File: src/rtl/uart_cmd_decoder_pkg.sv
// i2c_pkg: shared constants, mode encodings and FSM state type for the UART command decoder
package i2c_pkg;

    localparam logic [2:0] SYNC = 3'b101;

    typedef enum logic [2:0] {
        MODE_SET_PTR = 3'b000,
        MODE_RD2     = 3'b001,
        MODE_RD1     = 3'b010,
        MODE_WR1     = 3'b011,
        MODE_WR2     = 3'b100
    } mode_e;

    typedef enum logic [1:0] {
        ST_IDLE,
        ST_ADDR,
        ST_DATA_HI,
        ST_DATA_LO
    } state_e;

    function automatic logic mode_valid(input logic [2:0] m);
        return m <= MODE_WR2;
    endfunction

endpackage

File: src/rtl/uart_cmd_decoder_if.sv
// uart_cmd_decoder_if: byte stream in, instruction-queue write port out
interface uart_cmd_decoder_if;
    logic [7:0]  rx_data;
    logic        rx_valid;
    logic        buffers_full;
    logic        wr_opbuffer;
    logic        wr_addrbuffer;
    logic        wr_databuffer1;
    logic        wr_databuffer2;
    logic        initiate;
    logic [2:0]  mode;
    logic [7:0]  addr_pointer;
    logic [15:0] wr_data;
    logic        frame_error;
    logic        cmd_dropped;

    modport master (
        output rx_data, rx_valid, buffers_full,
        input  wr_opbuffer, wr_addrbuffer, wr_databuffer1, wr_databuffer2, initiate,
        input  mode, addr_pointer, wr_data, frame_error, cmd_dropped
    );

    modport slave (
        input  rx_data, rx_valid, buffers_full,
        output wr_opbuffer, wr_addrbuffer, wr_databuffer1, wr_databuffer2, initiate,
        output mode, addr_pointer, wr_data, frame_error, cmd_dropped
    );
endinterface

File: src/rtl/uart_cmd_decoder_frame_timer.sv
// frame_timer: loadable inter-byte counter with clear/enable and an expiry flag at TIMEOUT_CYCLES-1
module frame_timer #(
    parameter int TIMEOUT_CYCLES = 100000,
    localparam int W = (TIMEOUT_CYCLES > 1) ? $clog2(TIMEOUT_CYCLES) : 1
) (
    input  logic         i_clk,
    input  logic         i_rst_n,
    input  logic         i_clr,
    input  logic         i_en,
    input  logic         i_load,
    input  logic [W-1:0] i_load_val,
    output logic         o_expired
);

    logic [W-1:0] r_cnt;

    assign o_expired = i_en && (r_cnt == W'(TIMEOUT_CYCLES - 1));

    // Clear has priority over load, load over counting
    always_ff @(posedge i_clk or negedge i_rst_n)
        if (!i_rst_n)
            r_cnt <= '0;
        else if (i_clr)
            r_cnt <= '0;
        else if (i_load)
            r_cnt <= i_load_val;
        else if (i_en)
            r_cnt <= r_cnt + 1'b1;

endmodule

File: src/rtl/uart_cmd_decoder.sv
// uart_cmd_decoder: assembles header/address/data UART bytes into one instruction-queue write
module uart_cmd_decoder
    import i2c_pkg::*;
#(
    parameter int TIMEOUT_CYCLES = 100000
) (
    input  logic            i_clk,
    input  logic            i_rst_n,
    uart_cmd_decoder_if.slave bus
);

    localparam int TW = (TIMEOUT_CYCLES > 1) ? $clog2(TIMEOUT_CYCLES) : 1;

    state_e      r_state;
    logic        r_strobe;
    logic        r_frame_error;
    logic        r_cmd_dropped;
    logic [2:0]  r_mode;
    logic [7:0]  r_addr;
    logic [15:0] r_wr_data;
    logic        w_expired;
    logic        w_hdr_sync;

    assign w_hdr_sync = bus.rx_data[7:5] == SYNC;

    // Timer runs only while a frame is open and restarts on every byte
    frame_timer #(.TIMEOUT_CYCLES(TIMEOUT_CYCLES)) u_timer (
        .i_clk      (i_clk),
        .i_rst_n    (i_rst_n),
        .i_clr      (r_state == ST_IDLE || bus.rx_valid || w_expired),
        .i_en       (r_state != ST_IDLE),
        .i_load     (1'b0),
        .i_load_val ({TW{1'b0}}),
        .o_expired  (w_expired)
    );

    // Frame FSM; a received byte always beats a coincident timeout
    always_ff @(posedge i_clk or negedge i_rst_n)
        if (!i_rst_n) begin
            r_state       <= ST_IDLE;
            r_strobe      <= 1'b0;
            r_frame_error <= 1'b0;
            r_cmd_dropped <= 1'b0;
            r_mode        <= '0;
            r_addr        <= '0;
            r_wr_data     <= '0;
        end else begin
            r_strobe      <= 1'b0;
            r_frame_error <= 1'b0;
            r_cmd_dropped <= 1'b0;
            if (bus.rx_valid) begin
                case (r_state)
                    ST_IDLE:
                        if (w_hdr_sync) begin
                            if (!mode_valid(bus.rx_data[2:0]))
                                r_frame_error <= 1'b1;
                            else begin
                                r_mode    <= bus.rx_data[2:0];
                                r_wr_data <= '0;
                                r_state   <= ST_ADDR;
                            end
                        end
                    ST_ADDR: begin
                        r_addr <= bus.rx_data;
                        if (r_mode == MODE_WR1)
                            r_state <= ST_DATA_LO;
                        else if (r_mode == MODE_WR2)
                            r_state <= ST_DATA_HI;
                        else begin
                            r_state       <= ST_IDLE;
                            r_strobe      <= !bus.buffers_full;
                            r_cmd_dropped <= bus.buffers_full;
                        end
                    end
                    ST_DATA_HI: begin
                        r_wr_data[15:8] <= bus.rx_data;
                        r_state         <= ST_DATA_LO;
                    end
                    ST_DATA_LO: begin
                        r_wr_data[7:0] <= bus.rx_data;
                        r_state        <= ST_IDLE;
                        r_strobe       <= !bus.buffers_full;
                        r_cmd_dropped  <= bus.buffers_full;
                    end
                    default: r_state <= ST_IDLE;
                endcase
            end else if (w_expired) begin
                r_state       <= ST_IDLE;
                r_frame_error <= 1'b1;
            end
        end

    assign bus.wr_opbuffer    = r_strobe;
    assign bus.wr_addrbuffer  = r_strobe;
    assign bus.wr_databuffer1 = r_strobe;
    assign bus.wr_databuffer2 = r_strobe;
    assign bus.initiate       = r_strobe;
    assign bus.mode           = r_mode;
    assign bus.addr_pointer   = r_addr;
    assign bus.wr_data        = r_wr_data;
    assign bus.frame_error    = r_frame_error;
    assign bus.cmd_dropped    = r_cmd_dropped;

endmodule
File: src/flat_wrapper.sv
// flat-port wrapper written by rule: the top's interface ports become plain ports
module uart_cmd_decoder_flat import i2c_pkg::*;
#(
    parameter int TIMEOUT_CYCLES = 100000
)
  (i_clk, i_rst_n, bus_rx_data, bus_rx_valid, bus_buffers_full, bus_wr_opbuffer, bus_wr_addrbuffer, bus_wr_databuffer1, bus_wr_databuffer2, bus_initiate, bus_mode, bus_addr_pointer, bus_wr_data, bus_frame_error, bus_cmd_dropped);
  uart_cmd_decoder_if bus_i ();
  input  logic i_clk;
  input  logic i_rst_n;
  input wire logic [$bits(bus_i.rx_data)-1:0] bus_rx_data;
  input wire logic [$bits(bus_i.rx_valid)-1:0] bus_rx_valid;
  input wire logic [$bits(bus_i.buffers_full)-1:0] bus_buffers_full;
  output wire logic [$bits(bus_i.wr_opbuffer)-1:0] bus_wr_opbuffer;
  output wire logic [$bits(bus_i.wr_addrbuffer)-1:0] bus_wr_addrbuffer;
  output wire logic [$bits(bus_i.wr_databuffer1)-1:0] bus_wr_databuffer1;
  output wire logic [$bits(bus_i.wr_databuffer2)-1:0] bus_wr_databuffer2;
  output wire logic [$bits(bus_i.initiate)-1:0] bus_initiate;
  output wire logic [$bits(bus_i.mode)-1:0] bus_mode;
  output wire logic [$bits(bus_i.addr_pointer)-1:0] bus_addr_pointer;
  output wire logic [$bits(bus_i.wr_data)-1:0] bus_wr_data;
  output wire logic [$bits(bus_i.frame_error)-1:0] bus_frame_error;
  output wire logic [$bits(bus_i.cmd_dropped)-1:0] bus_cmd_dropped;
  assign bus_i.rx_data = bus_rx_data;
  assign bus_i.rx_valid = bus_rx_valid;
  assign bus_i.buffers_full = bus_buffers_full;
  assign bus_wr_opbuffer = bus_i.wr_opbuffer;
  assign bus_wr_addrbuffer = bus_i.wr_addrbuffer;
  assign bus_wr_databuffer1 = bus_i.wr_databuffer1;
  assign bus_wr_databuffer2 = bus_i.wr_databuffer2;
  assign bus_initiate = bus_i.initiate;
  assign bus_mode = bus_i.mode;
  assign bus_addr_pointer = bus_i.addr_pointer;
  assign bus_wr_data = bus_i.wr_data;
  assign bus_frame_error = bus_i.frame_error;
  assign bus_cmd_dropped = bus_i.cmd_dropped;
  uart_cmd_decoder #(.TIMEOUT_CYCLES(TIMEOUT_CYCLES)) u_core (.i_clk(i_clk), .i_rst_n(i_rst_n), .bus(bus_i));
endmodule
File: config.mk
export PLATFORM = sky130hd
export DESIGN_NAME = uart_cmd_decoder_flat
export DESIGN_NICKNAME = d
export VERILOG_FILES = /design/src/rtl/uart_cmd_decoder_pkg.sv /design/src/rtl/uart_cmd_decoder_if.sv /design/src/rtl/uart_cmd_decoder_frame_timer.sv /design/src/rtl/uart_cmd_decoder.sv /design/src/flat_wrapper.sv
export SDC_FILE = /design/constraint.sdc
export NUM_CORES = 1
export LEC_CHECK = 0
export ABC_CLOCK_PERIOD_IN_PS = 4140
export BUFFER_PORTS_ARGS = -buffer_cell sky130_fd_sc_hd__buf_4
export CAP_MARGIN = 20
export CORE_UTILIZATION = 45
export CTS_BUF_LIST = sky130_fd_sc_hd__clkbuf_8 sky130_fd_sc_hd__clkbuf_16
export DETAILED_ROUTE_END_ITERATION = 6
export MAX_ROUTING_LAYER = met4
export PLACE_DENSITY = 0.67
export SYNTH_ARGS = -nofsm -noshare
export SYNTH_HDL_FRONTEND = slang
export SYNTH_SLANG_ARGS = --single-unit
export TNS_END_PERCENT = 1
File: constraint.sdc
create_clock -name i_clk -period 4.14 [get_ports i_clk]
set_input_delay 0.207 -clock i_clk [delete_from_list [all_inputs] [get_ports i_clk]]
set_output_delay 0.207 -clock i_clk [all_outputs]
set_load 0.005 [all_outputs]
---- Word-level counts from Yosys, hierarchy flattened ----
Index checks and enable logic that the tools add are counted.
storage, ports and cells
  register bits ........................... 49
  input bits .............................. 12
  output and inout port bits .............. 34
  word-level logic and storage cells ...... 63
cells by class
  add/sub/neg operators ................... 1
  magnitude comparators ................... 1
  eq/ne operators ......................... 11
  multiplexer cells ....................... 26
  reduce and logical (&&, ||, !) cells .... 15
operator list
  kind                                                                      count
  17-bit 2-to-1 mux                                                         2
  16-bit 2-to-1 mux                                                         2
  8-bit case mux with 2 select lines                                        2
  17-bit by 1-bit adder with 17-bit output (second input constant)          1
  17-bit equality test (second input constant)                              1
  2-bit 2-to-1 mux                                                          6
  4-bit AND reduction                                                       3
  1-bit 2-to-1 mux                                                          11
  2-bit nonzero test                                                        5
  2-bit case mux with 4 select lines                                        1
  3-bit equality test (second input constant)                               2
  2-bit equality test (second input constant)                               2
  1-bit case mux with 2 select lines                                        2
  3-bit by 2-bit equality test with 1-bit output (second input constant)    1
  3-bit <= comparator (second input constant)                               1
  3-bit by 2-bit inequality test with 1-bit output (second input constant)  1
  3-bit inequality test (second input constant)                             1
  3-bit AND reduction                                                       1
  2-bit by 1-bit equality test with 1-bit output (second input constant)    1
  2-bit logical NOT                                                         1
  1-bit logical OR                                                          2
  2-bit by 1-bit inequality test with 1-bit output (second input constant)  1
  2-bit inequality test (second input constant)                             1
  2-bit AND reduction                                                       1
  2 further kinds                                                           2

---- Logic depth before layout (Yosys ltp) ----
  word-level depth ........................ 5
  depth in mapped cells ................... 8
  depth with buffers taken out ............ 6

---- Hierarchy ----
A second synthesis with hierarchy kept.
second synthesis, totals
  cell total of the unflattened synthesis .. 258
  area total of the unflattened synthesis .. 2547.4 um2
modules (own cells, without submodules)
  module            times used  cells each  area an instance (um2)  sequential area each (um2)
  uart_cmd_decoder  1           131         1435.1                  800.8
  frame_timer       1           127         1112.3                  425.4

---- Least setup slack after synthesis ----
No wires, ideal clock.
  kind .................................... register to register
  from .................................... register u_core.u_timer.r_cnt[8]
  to ...................................... register u_core.u_timer.r_cnt[10]
  setup time .............................. 119 ps
  data arrival time ....................... 1450 ps
  path slack .............................. 2571 ps
  cell stages (with the launch flop) ...... 6
  buffers on the path ..................... 1
  clock period less this slack ............ 1569 ps
  cell sequence ........................... dfrtp_1 > or4b_1 > nor3_2 > a211o_4 > buf_6 > nor2_1
on the way
  longest elaborated chain between the ends .. 4
  elaborated cells between the ends (all ways) .. 7
  those cells by class .................... add/sub: 1; eq/ne: 1; mux: 2; reduce/logical: 3
RTL lines
  element                                                                                           line                                text
  from (decl)                                                                                       uart_cmd_decoder_frame_timer.sv:15  logic [W-1:0] r_cnt;
  from (signal assigned)                                                                            uart_cmd_decoder_frame_timer.sv:26  r_cnt <= i_load_val;
  from (signal assigned)                                                                            uart_cmd_decoder_frame_timer.sv:28  r_cnt <= r_cnt + 1'b1;
  parallel branches: the longest is 4 deep, another holds 17-bit by 1-bit adder with 17-bit output  n/a
Several ways; the timed one is not identified. The select of a mux whose other input is x is not followed.
A chain may end at the register's enable or synchronous reset.

---- Worst setup path after layout ----
  from .................................... register u_core.r_state[0]
  to ...................................... register u_core.r_wr_data[3], in the netlist u_core.bus.wr_data[3]
on the way
  longest elaborated chain between the ends .. 3
  elaborated cells between the ends (all ways) .. 7
  those cells by class .................... eq/ne: 3; mux: 1; reduce/logical: 3
RTL lines
  element                                                                             line                    text
  from (decl)                                                                         uart_cmd_decoder.sv:14  state_e r_state;
  from (signal assigned)                                                              uart_cmd_decoder.sv:40  r_state <= ST_IDLE;
  from (signal assigned)                                                              uart_cmd_decoder.sv:60  r_state <= ST_ADDR;
  from (signal assigned)                                                              uart_cmd_decoder.sv:66  r_state <= ST_DATA_LO;
  2-bit logical NOT or 2-bit equality test (tied branches)                            uart_cmd_decoder.sv:52  case (r_state)
  2-bit by 1-bit inequality test with 1-bit output (no line) (tied with other cells)  n/a
  4-bit AND reduction (no line)                                                       n/a
  to (signal assigned)                                                                uart_cmd_decoder.sv:80  r_wr_data[7:0] <= bus.rx_data;
  to (decl)                                                                           uart_cmd_decoder.sv:20  logic [15:0] r_wr_data;
Several ways; a longest one is shown, not always the timed one.

==> metrics <==
met3 wire len 216 µm; CTS H-tree depth 2; HPWL after DPL 3.22 mm; share of async-settable or async-resettable flops after synthesis 100%; initial standard-cell utilization of the core 47.2%; number of core rows 25; maximum cell stage delay along the critical path 0.44 ns; sequential group share of total power 43.1%; power per cell area 556 nW/µm²; post-route cell area 2750 µm²; Mapped Area 2260 µm²; count of final hold-check violations 0; reg-to-reg setup timing slack 2.05 ns; Distinct cells, synth 39; Pre-antenna DRT Iters 4; share of power burned in the clock network 26.0%; shortest period the worst path allows 2.09 ns; Syn Nets 223; average routed wire per standard cell 14.7 µm; count of routing violations after the opening detailed-route iteration 91; first-pass GRT wire length 7.72 mm; least setup slack across all paths after layout 2.05 ns; TritonCTS clock tree done; Worst-Skew Late Latency 0.31 ns; slew at the pin with the worst max-slew slack 0.604 ns; Top Metal Used met4; synthesis-to-finish area growth 21.5%; top fanout value on the critical path 15; relative max-transition margin 59.7%; root buffer selected by CTS sky130_fd_sc_hd__clkbuf_8; total detailed-routing wirelength 4.62 mm; overall track demand over capacity in global routing 20.0%; outcome completed; number of gates resized after CTS 0; number of top-level pins 46; area fraction of the dominant cell type after synthesis 54.2%; number of nets with antenna violations after routing 0; path category of the worst min-delay check input port to flip-flop; # port buffers 45; count of antenna diodes in the layout 0; Std-Cell Core Area 4790 µm²; Place WS 2.09 ns; vias after detailed routing 1649; pin count of the biggest net entering global routing 50; crit share post-route 50.5%; RSZ-0062 raised after global routing false; sw power 0.453 mW; sum of negative setup slack 0 ns; Num CTS Buffers 5; RD Place Congestion 0.841; capturing element type of the critical path flip-flop; Final setup viols 0; part of the power in combinational logic 30.9%; net count reported at finish 264; Pint 1.07 mW; Yosys warning total 0; Net Sw Frac 29.6%; max-cap violation count 0; proportion of layout cells with a drive suffix above 1 28.6%; DRC violations left 0; flip-flop and latch count after synthesis 49; cell breakdown of the critical path inv_1, ha_1, nor2b_1, a21oi_2, or2_0, o21ai_0; top_reg_cell synth sky130_fd_sc_hd__dfrtp_1; initial antenna violation count 0; Fin Clk Skew 0.0111 ns; amount of wire on met2 after detailed routing 2.13 mm; Max stage delay cell, worst path sky130_fd_sc_hd__dfrtp_1; portion of the post-synthesis area used by sequential elements 54.2%; met1 layer wirelength in the final routing 2.22 mm; clk sink count 49; reported leakage power 1.23 nW; Synth area leaders sky130_fd_sc_hd__dfrtp_1 54%, sky130_fd_sc_hd__mux2_2 5.5%, sky130_fd_sc_hd__xnor2_1 3.9%; number of buffers on the longest clock path 2; Final Slew Violations 0; required time of the critical path 4.32 ns; critical path arrival 2.27 ns; buffers plus inverters on the worst setup path 1; Vias/cell 5.23; library cell with the highest instance count after synthesis sky130_fd_sc_hd__dfrtp_1; vias in the first global route 1563; worst ir drop on vdd 0.265 mV; Die Width 72.9 µm; top cells by instance count after synthesis 49 x sky130_fd_sc_hd__dfrtp_1, 20 x sky130_fd_sc_hd__nor2_1, 18 x sky130_fd_sc_hd__nand2_1; Synth Instances 206; number of flops mapped to enable cells by yosys 0; remaining global-route overflow 0; synthesized area per cell 11.0 µm²; post-synthesis cell type with the largest combined area sky130_fd_sc_hd__dfrtp_1; die height 72.9 µm; area of placed instances 2600 µm²; kind of start point of the critical path flip-flop; category of the critical setup timing path flip-flop to flip-flop; delay-heaviest family, CP compound AO/OA/AOI/OAI gates; clock transition at the register clock pins on the worst setup and hold paths after CTS 0.09 ns; Total Die Area 5310 µm²; Fmax 0.479 GHz
## placed cells by master (no fill, tap or decap), drive strengths merged, types with 3 or more instances in the layout
master and n:
inv 4, nand3 7, ha 5, nand4 7, o21bai 3, nor2 20
nand2 18, o21ai 18, dfrtp 49, xnor2 10, nor3 6, nor4 6
xor2 5, buf 45, mux2 11, a22o 8, clkbuf 5
## flip-flops by register name, indices dropped and copies added, names as in the netlist
name and count:
u_core.u_timer.r_cnt 17, u_core.bus.wr_data 16, u_core.bus.addr_pointer 8, u_core.bus.mode 3, u_core.r_state 2, u_core.bus.cmd_dropped 1, u_core.bus.frame_error 1, u_core.bus.initiate 1
## metal layers
metal	GRT usage [%]	vias to the layer above
met5	-	-
met4	6.54	0
met3	5.25	5
li1	-	800
met2	28.3	42
met1	27.9	802
## what timing repair did
action | 4_1_cts | 5_1_grt
hold endpoints to repair | 49 | 0
setup buffers | 0 | 0
hold buffers | 1 | 0
## kinds of logic (layout without fill, tap and decap cells)
logic type | after synthesis | after routing | share of synthesized area [%]
AO/OA/AOI/OAI | 34 | 34 | 10.2
multiplexers | 11 | 11 | 5.48
flip-flops | 49 | 49 | 54.2
XOR/XNOR | 15 | 15 | 5.81
AND/OR/NAND/NOR | 76 | 76 | 17.3
buffers and inverters | 16 | 58 | 4.20
adder cells (fa/ha/maj) | 5 | 5 | 2.77
## through the flow
stage / power [mW] / instances / utilization (%) / hold slack, ns
final: 1.53 / 315 / 57.4 / 0.0629
after detailed placement: 1.14 / 306 / 54.4 / 0.259
after global placement: 1.13 / 306 / 54.4 / 0.264
after floorplan: 0.925 / 206 / - / -0.0886
after CTS: 1.54 / 315 / 57.4 / 0.0563
after global routing: 1.62 / 315 / 57.4 / 0.0526
## path summary, 6_finish.rpt
path	startpoint	to	cells past startpoint
setup / recovery	u_core.r_state[0]	u_core.bus.wr_data[3]	6
hold / removal	bus_buffers_full	u_core.bus.initiate	2
setup reg to reg	u_core.r_state[0]	u_core.bus.wr_data[3]	6
hold reg to reg	u_core.bus.wr_data[10]	u_core.bus.wr_data[10]	1
max in group asynchronous	i_rst_n	u_core.bus.frame_error	2
min in group asynchronous	i_rst_n	u_core.bus.addr_pointer[3]	2
## layout make-up
class,instances,area (µm²)
well taps,67,83.8
repair buffers,46,348
flip-flops and latches,49,1230
clock buffers,5,68.8
multi-input cells,141,940
clock inverters,3,65.1
fillers,434,2040
inverters,4,15.0
## power by group through the flow
stage / Sequential [mW] / Clock, mW / Combinational, mW
2_1_floorplan: 0.665 / 0 / 0.260
3_3_place_gp: 0.665 / 0 / 0.465
3_5_place_dp: 0.665 / 0 / 0.474
4_1_cts: 0.657 / 0.406 / 0.479
5_1_grt: 0.674 / 0.425 / 0.521
6_report: 0.658 / 0.398 / 0.472
## worst reg2reg max path: stages (launching register included)
cell	delay, ns
sky130_fd_sc_hd__dfrtp_1	0.44
sky130_fd_sc_hd__inv_1	0.11
sky130_fd_sc_hd__ha_1	0.35
sky130_fd_sc_hd__nor2b_1	0.10
sky130_fd_sc_hd__a21oi_2	0.43
sky130_fd_sc_hd__or2_0	0.38
sky130_fd_sc_hd__o21ai_0	0.15
Note: power is estimated with default switching activity, not from simulation.
